## src/rtl/dmem_bram_arbiter.sv

```systemverilog
// Two-port arbiter in front of the single-port data BRAM: CPU data path on port 0,
// loader/debug master on port 1, round-robin with a bounded burst lock for port 1.
module dmem_bram_arbiter #(
    parameter int ADDR_W   = 5,
    parameter int LOCK_MAX = 16
) (
    input  logic              clk,
    input  logic              rst,

    input  logic              m0_req,
    input  logic [3:0]        m0_we,
    input  logic [31:0]       m0_addr,
    input  logic [31:0]       m0_wdata,
    output logic              m0_gnt,
    output logic              m0_rvalid,
    output logic [31:0]       m0_rdata,
    output logic              m0_err,

    input  logic              m1_req,
    input  logic [3:0]        m1_we,
    input  logic [31:0]       m1_addr,
    input  logic [31:0]       m1_wdata,
    input  logic              m1_lock,
    output logic              m1_gnt,
    output logic              m1_rvalid,
    output logic [31:0]       m1_rdata,
    output logic              m1_err,

    output logic              bram_en,
    output logic [3:0]        bram_we,
    output logic [ADDR_W-1:0] bram_addr,
    output logic [31:0]       bram_din,
    input  logic [31:0]       bram_dout
);

    localparam int                CNT_W   = $clog2(LOCK_MAX + 1);
    localparam logic [CNT_W-1:0]  CNT_MAX = CNT_W'(LOCK_MAX);

    typedef enum logic [1:0] {
        ST_RR,
        ST_LOCK,
        ST_FORCE
    } state_t;

    state_t           state_q, state_d;
    logic             ptr_q, ptr_d;      // 0: port 0 preferred on contention
    logic [CNT_W-1:0] cnt_q, cnt_d;
    logic             cnt_at_max;

    logic             gnt0, gnt1;
    logic             oor0, oor1;
    logic             sel_oor;

    logic             rvalid0_q, rvalid1_q;
    logic             zero0_q, zero1_q;
    logic [31:0]      rdata0_q, rdata1_q;
    logic [31:0]      rdata0_live, rdata1_live;

    // Byte-offset bits never reach the BRAM; lanes come from the write enables.
    logic             unused_byte_offset;
    assign unused_byte_offset = ^{m0_addr[1:0], m1_addr[1:0]};

    assign oor0       = |m0_addr[31:ADDR_W+2];
    assign oor1       = |m1_addr[31:ADDR_W+2];
    assign cnt_at_max = (cnt_q == CNT_MAX);

    // NOTE: every signal written here gets a default first, so no path can leave
    // one unassigned and infer a latch.
    always_comb begin
        state_d = state_q;
        ptr_d   = ptr_q;
        cnt_d   = cnt_q;
        gnt0    = 1'b0;
        gnt1    = 1'b0;

        case (state_q)
            ST_RR: begin
                if (m0_req && m1_req) begin
                    gnt0 = ~ptr_q;
                    gnt1 = ptr_q;
                end else begin
                    gnt0 = m0_req;
                    gnt1 = m1_req;
                end
                if (gnt0) ptr_d = 1'b1;
                if (gnt1) begin
                    ptr_d = 1'b0;
                    if (m1_lock) begin
                        state_d = ST_LOCK;
                        cnt_d   = CNT_W'(1);
                    end
                end
            end

            ST_LOCK: begin
                // A saturated count yields the slot to a waiting port 0 instead.
                gnt1 = m1_req && !(cnt_at_max && m0_req);
                if (gnt1 && !cnt_at_max) cnt_d = cnt_q + CNT_W'(1);
                if (!m1_lock) begin
                    state_d = ST_RR;
                    ptr_d   = 1'b0;
                end else if (cnt_at_max && m0_req) begin
                    state_d = ST_FORCE;
                end
            end

            ST_FORCE: begin
                gnt0 = m0_req;
                if (gnt0) ptr_d = 1'b1;
                if (m1_lock) begin
                    state_d = ST_LOCK;
                    cnt_d   = '0;
                end else begin
                    state_d = ST_RR;
                end
            end

            default: state_d = ST_RR;
        endcase

        // Grants are combinational, so they must be suppressed while reset is held.
        if (rst) begin
            gnt0 = 1'b0;
            gnt1 = 1'b0;
        end
    end

    assign m0_gnt = gnt0;
    assign m1_gnt = gnt1;
    assign m0_err = gnt0 && oor0;
    assign m1_err = gnt1 && oor1;

    assign sel_oor   = gnt1 ? oor1 : oor0;
    assign bram_en   = (gnt0 || gnt1) && !sel_oor;
    assign bram_we   = bram_en ? (gnt1 ? m1_we : m0_we) : 4'h0;
    assign bram_addr = gnt1 ? m1_addr[ADDR_W+1:2] : m0_addr[ADDR_W+1:2];
    assign bram_din  = gnt1 ? m1_wdata : m0_wdata;

    // NOTE: sequential state uses non-blocking assignments so every register
    // samples pre-edge values regardless of statement order.
    always_ff @(posedge clk) begin
        if (rst) begin
            state_q   <= ST_RR;
            ptr_q     <= 1'b0;
            cnt_q     <= '0;
            rvalid0_q <= 1'b0;
            rvalid1_q <= 1'b0;
            zero0_q   <= 1'b0;
            zero1_q   <= 1'b0;
            rdata0_q  <= 32'h0;
            rdata1_q  <= 32'h0;
        end else begin
            state_q   <= state_d;
            ptr_q     <= ptr_d;
            cnt_q     <= cnt_d;
            rvalid0_q <= gnt0 && (m0_we == 4'h0);
            rvalid1_q <= gnt1 && (m1_we == 4'h0);
            zero0_q   <= oor0;
            zero1_q   <= oor1;
            if (rvalid0_q) rdata0_q <= rdata0_live;
            if (rvalid1_q) rdata1_q <= rdata1_live;
        end
    end

    // BRAM data arrives in the rvalid cycle; the held copy covers the idle cycles.
    assign rdata0_live = zero0_q ? 32'h0 : bram_dout;
    assign rdata1_live = zero1_q ? 32'h0 : bram_dout;

    assign m0_rvalid = rvalid0_q && !rst;
    assign m1_rvalid = rvalid1_q && !rst;
    assign m0_rdata  = m0_rvalid ? rdata0_live : rdata0_q;
    assign m1_rdata  = m1_rvalid ? rdata1_live : rdata1_q;

endmodule

```

## config.mk

```make
export PLATFORM = sky130hd
export DESIGN_NAME = dmem_bram_arbiter
export DESIGN_NICKNAME = d
export VERILOG_FILES = /design/src/rtl/dmem_bram_arbiter.sv
export SDC_FILE = /design/constraint.sdc
export NUM_CORES = 1
export LEC_CHECK = 0
export CAP_MARGIN = 20
export CELL_PAD_IN_SITES_DETAIL_PLACEMENT = 0
export CELL_PAD_IN_SITES_GLOBAL_PLACEMENT = 1
export CORE_UTILIZATION = 27
export CTS_CLUSTER_DIAMETER = 30
export DETAILED_ROUTE_END_ITERATION = 8
export HOLD_SLACK_MARGIN = 0.05
export PLACE_DENSITY_LB_ADDON = 0.12
export SYNTH_ARGS = -nofsm -noshare
export SYNTH_HDL_FRONTEND = slang
export SYNTH_SLANG_ARGS = --single-unit
export TNS_END_PERCENT = 5
```

## constraint.sdc

```tcl
create_clock -name clk -period 3.79 [get_ports clk]
set_input_delay 0.379 -clock clk [delete_from_list [all_inputs] [get_ports clk]]
set_output_delay 0.379 -clock clk [all_outputs]
set_load 0.1 [all_outputs]
```

[Word-level counts from Yosys, hierarchy flattened]
Cells that the tools add are included.
Word-level totals
  register bits: 76
  bits of input ports: 173
  output and inout bits: 112
Cells by class
  add/sub/neg operators: 1
  eq/ne operators: 11
  multiplexer cells: 33
  bitwise gates (word level): 1
  reduce and logical (&&, ||, !) cells: 25
Operators by type and width (count)
  two-way mux 32 bit: 5
  OR reduction 25 bit: 2
  two-way mux 5 bit: 5
  case mux 5 bit (3 select lines): 1
  two-way mux 1 bit: 12
  inequality test 2 bit, second input constant: 6
  logical AND 1 bit: 11
  zero test 4 bit: 2
  two-way mux 2 bit: 4
  two-way mux 4 bit: 2
  inequality test 3 bit, second input constant: 2
  case mux 2 bit (3 select lines): 1
  adder 5 x 1 -> 5 bit, second input constant: 1
  == test 5 bit, second input constant: 1
  AND reduction 5 bit: 1
  zero test 1 bit: 4
  case mux 1 bit (2 select lines): 2
  AND reduction 4 bit: 1
  case mux 1 bit (3 select lines): 1
  AND reduction 3 bit: 1
  nonzero test 3 bit: 1
  == test 2 x 1 -> 1 bit, second input constant: 1
  == test 2 bit, second input constant: 1
  zero test 2 bit: 1
  2 further kinds: 2

[Longest topological paths before layout]
  word-level depth: 10
  depth in mapped cells: 8

[Least setup slack after synthesis]
Ideal clock, no wire load.
  path kind: register to output
  from: register state_q[0]
  to: output port bram_we[0]
  arrival time: 3.278 ns
  data required time: 3.411 ns
  setup slack: 0.133 ns
  stages on the path, launching flop included: 7
  path through: dfxtp_1 > inv_1 > ha_1 > a21boi_0 > o211a_1 > nand4_1 > mux2i_1
Between the ends
  elaborated cells between the ends (all ways): 13
  those cells by class: eq/ne (2); mux (7); reduce/logical (4)
RTL lines
  from (decl): RTL line 45  | state_t state_q, state_d;
  from (signal assigned): RTL line 153  | state_q <= state_d;
  == test 2 bit or zero test 2 bit (tied branches): RTL line 76  | case (state_q)
  case mux 1 bit (2 select lines) *: RTL line 76
  two-way mux 1 bit *: RTL line 122  | if (rst) begin
  via m0_gnt: RTL line 14  | output logic m0_gnt,
  logical OR 1 bit *: RTL line 134  | assign bram_en = (gnt0 || gnt1) && !sel_oor;
  logical AND 1 bit *: RTL line 134
  two-way mux 4 bit *: RTL line 135  | assign bram_we = bram_en ? (gnt1 ? m1_we : m0_we) : 4'h0;
  to (decl): RTL line 30  | output logic [3:0] bram_we,
The timed path passes the listed nets; every way through them passes the cells marked *.

[Final worst setup path]
  from: register state_q[1]
  to: output port bram_din[10]
Between the ends
  word-level cells in the longest chain between the ends: 4
  elaborated cells between the ends (all ways): 5
  those cells by class: eq/ne (1); mux (3); reduce/logical (1)
RTL lines
  == test 2 x 1 -> 1 bit or zero test 2 bit (tied branches): RTL line 76
  case mux 1 bit (2 select lines) *: RTL line 76
  two-way mux 1 bit *: RTL line 122
  two-way mux 32 bit *: RTL line 137  | assign bram_din = gnt1 ? m1_wdata : m0_wdata;
  to (decl): RTL line 32  | output logic [31:0] bram_din,
Mark *: on every way between the ends. The rest lies on a longest branch, timed or not.

==> results.json <==
{
  "status": "complete, no violations",
  "area_growth_syn_to_layout_pct": 108,
  "tns_ns": 0,
  "hold_class": "register to register",
  "clockBufferDepth": 2,
  "syn_area_um2": 4020,
  "initial_utilization_pct": 27.6,
  "met1_usage_pct": 25.0,
  "seqPwrFrac_pct": 30.2,
  "finalCritPeriodShare_pct": 81.7,
  "io-pin-count": 285,
  "hold_ws_ns": 0.474,
  "post-dp-hpwl_mm": 12.6,
  "rows": 44,
  "comb_power_share_pct": 39.0,
  "cp_max_fo": 45,
  "total_leakage_power_nw": 3.27,
  "cts_inserted_buffers": 9,
  "drv_cap": 0,
  "ant_nets": 0,
  "path_clk_slew_ns": 0.06,
  "slew_viol_final": 0,
  "drc": 0,
  "worstSetupStartpointType": "register",
  "wirelength_mm": 16.6,
  "vdd_drop_max_uv": 218,
  "rrSetupSlack_ns": 1.60,
  "pwr-share-clk_pct": 30.8,
  "grt_max_degree": 65,
  "die_h_um": 124,
  "rsz0062_at_grt": "no",
  "r2r-end": "cnt_q[4]",
  "syn_inst": 387,
  "grt.busiest_layer": "met2",
  "hp-start": "rdata1_q[18]",
  "vias_per_cell": 5.16,
  "root_buffer": "clkbuf_16",
  "mostFrequentLayoutCells": "168 x clkdlybuf4s50_1, 128 x a22o_1, 110 x buf_12, 76 x dfxtp_1, 34 x mux2_2",
  "final_net_count": 837,
  "crit_type": "register to output pin",
  "dieArea_um2": 15400,
  "cts_sinks": 76,
  "synth.avg_cell_area_um2": 10.4,
  "grt_first_pass_wirelength_mm": 24.7,
  "n_antenna_cell": 0,
  "ys_seq_elements": 76,
  "finalHoldViolations": 0,
  "first_pass_iters": 6,
  "wl_per_cell_um": 19.6,
  "worst_pin_slew_ns": 0.980,
  "synth_fp_nets": 566,
  "met3_usage_pct": 6.96,
  "worstHoldPathCells": 1,
  "hold_end": "rdata1_q[18]",
  "antenna_found_initial": 0,
  "globalRouteMet2Util_pct": 37.0,
  "p_sw_w": 0.000932,
  "grt_pass1_vias": 4486,
  "grt-ovfl-total": 0,
  "ys_seq_area_share_pct": 37.9,
  "final_layout_size_suffix_gt1_share_pct": 27.5,
  "critPathCaptureType": "output pin",
  "cts_setup_buffers": 0,
  "globalplace.congestion": 0.833,
  "grt.total_usage_pct": 21.5,
  "ctsResizeCount": 0,
  "power_density_nw_per_um2": 324,
  "sw_frac_of_total_pct": 34.4,
  "cts_hold_buf": 0,
  "p_int_w": 0.00178,
  "final_common_cell": "clkdlybuf4s50_1",
  "max_freq_mhz": 323,
  "num_vias": 4363,
  "critical_path_required_ns": 3.41,
  "htreeDepth": 3,
  "worstPathArrival_ns": 2.72,
  "yosysWarnings": 0,
  "r2r_cells": 6,
  "clock_latency_ns": 0.33,
  "max_slew_margin_pct": 34.5,
  "setup_violations": 0,
  "cts_tree": "yes",
  "ys_types": 42,
  "design.core.area_um2": 14500,
  "die_w_um": 124,
  "reg2reg_from": "state_q[0]",
  "drtIter0Drc": 269,
  "io_buffers": 280,
  "min_period_ns": 3.10,
  "fin_skew_ns": 0.00676
}
per-layer routing:
layer | wire length (um) | part of all wire (%) | vias up
li1 | - | - | 2087
met1 | 6480 | 39 | 2082
met2 | 8460 | 51 | 178
met3 | 1380 | 8.3 | 16
met4 | 286 | 1.7 | 0
met5 | 0 | 0 | -
registers in the layout (all words and copies together) (netlist names):
| name | flops |
|---|---|
| rdata0_q | 32 |
| rdata1_q | 32 |
| cnt_q | 5 |
| state_q | 2 |
| ptr_q | 1 |
| rvalid0_q | 1 |
| rvalid1_q | 1 |
| zero0_q | 1 |
| zero1_q | 1 |
cell type report:
cell class	instances	area [um2]
clock buffer	10	239
fill	1262	6170
inverter	9	33.8
timing repair buffer	290	3970
clock inverter	5	52.6
tap	184	230
multi-input combinational	272	2310
sequential	76	1520
worst max path at each step:
stage / start / endpoint / slack [ns] / depth (start not counted)
2_1_floorplan: state_q[0] / bram_we[0] / 0.13 / 6
3_3_place_gp: rst / m0_rdata[27] / 0.85 / 7
3_5_place_dp: rst / m0_rdata[27] / 0.83 / 7
4_1_cts: state_q[1] / bram_din[20] / 0.69 / 8
5_1_grt: state_q[1] / bram_din[20] / 0.57 / 8
6_report: state_q[1] / bram_din[10] / 0.69 / 8
kinds of logic (layout without fill, tap and decap cells):
family,Yosys count,count (layout),share of synthesized area (%)
flip-flops,76,76,37.9
AND/OR/NAND/NOR,69,69,10.1
AO/OA/AOI/OAI,155,155,33.0
buffers and inverters,39,314,5.08
multiplexers,42,42,12.0
adder cells (fa/ha/maj),6,6,1.87
metrics by stage:
stage               instances  area, um2  total power [W]  util, %  worst slack [ns]
CTS                       846       8360          0.00274     57.5             0.688
global route              846       8360          0.00281     57.5             0.565
floorplan                 387       4020          0.00143        -             0.133
finish                    846       8360          0.00271     57.5             0.694
global placement          831       8070          0.00188     55.5             0.848
detailed placement        831       8070          0.00189     55.5             0.831
cell usage after synthesis, drive strengths merged:
cell,count,area (um2)
nand3,7,35.0
mux2,38,443
a311o,2,20.0
nor3,6,30.0
or3,1,6.26
o311a,1,10.0
a22o,128,1120
inv,8,30.0
o21ai,6,30.0
or4,1,7.51
and4,2,17.5
mux2i,4,40.0
nor4bb,1,25.0
a21oi,7,46.3
buf,16,116
nand2b,4,25.0
nor4,12,75.1
or4b,1,10.0
a32oi,1,8.76
and2,5,31.3
and3,4,25.0
o31ai,1,7.51
nor2b,4,25.0
dfxtp,76,1520
o21a,1,7.51
nor3b,1,7.51
nor2,10,37.5
nand4,4,25.0
a21o,1,8.76
clkbuf,14,53.8
clkinv,1,3.75
ha,6,75.1
nand2,6,22.5
a2111o,1,11.3
a32o,3,30.0
a21boi,2,15.0
o211a,1,10.0
critical path, stage by stage, from the launching register on:
cell,delay [ns]
dfxtp_1,0.33
inv_1,0.10
ha_1,0.33
nand2_1,0.10
a21o_2,0.21
a21oi_4,0.13
buf_4,0.53
mux2_2,0.46
buf_12,0.18
power groups by stage:
stage | sequential, W | clock [W] | combinational, W
2_1_floorplan | 0.000832 | 0 | 0.000595
3_3_place_gp | 0.000834 | 0 | 0.00105
3_5_place_dp | 0.000835 | 0 | 0.00106
4_1_cts | 0.000818 | 0.000856 | 0.00106
5_1_grt | 0.000819 | 0.000897 | 0.00110
6_report | 0.000818 | 0.000835 | 0.00106
Note: power is estimated with default switching activity, not from simulation.
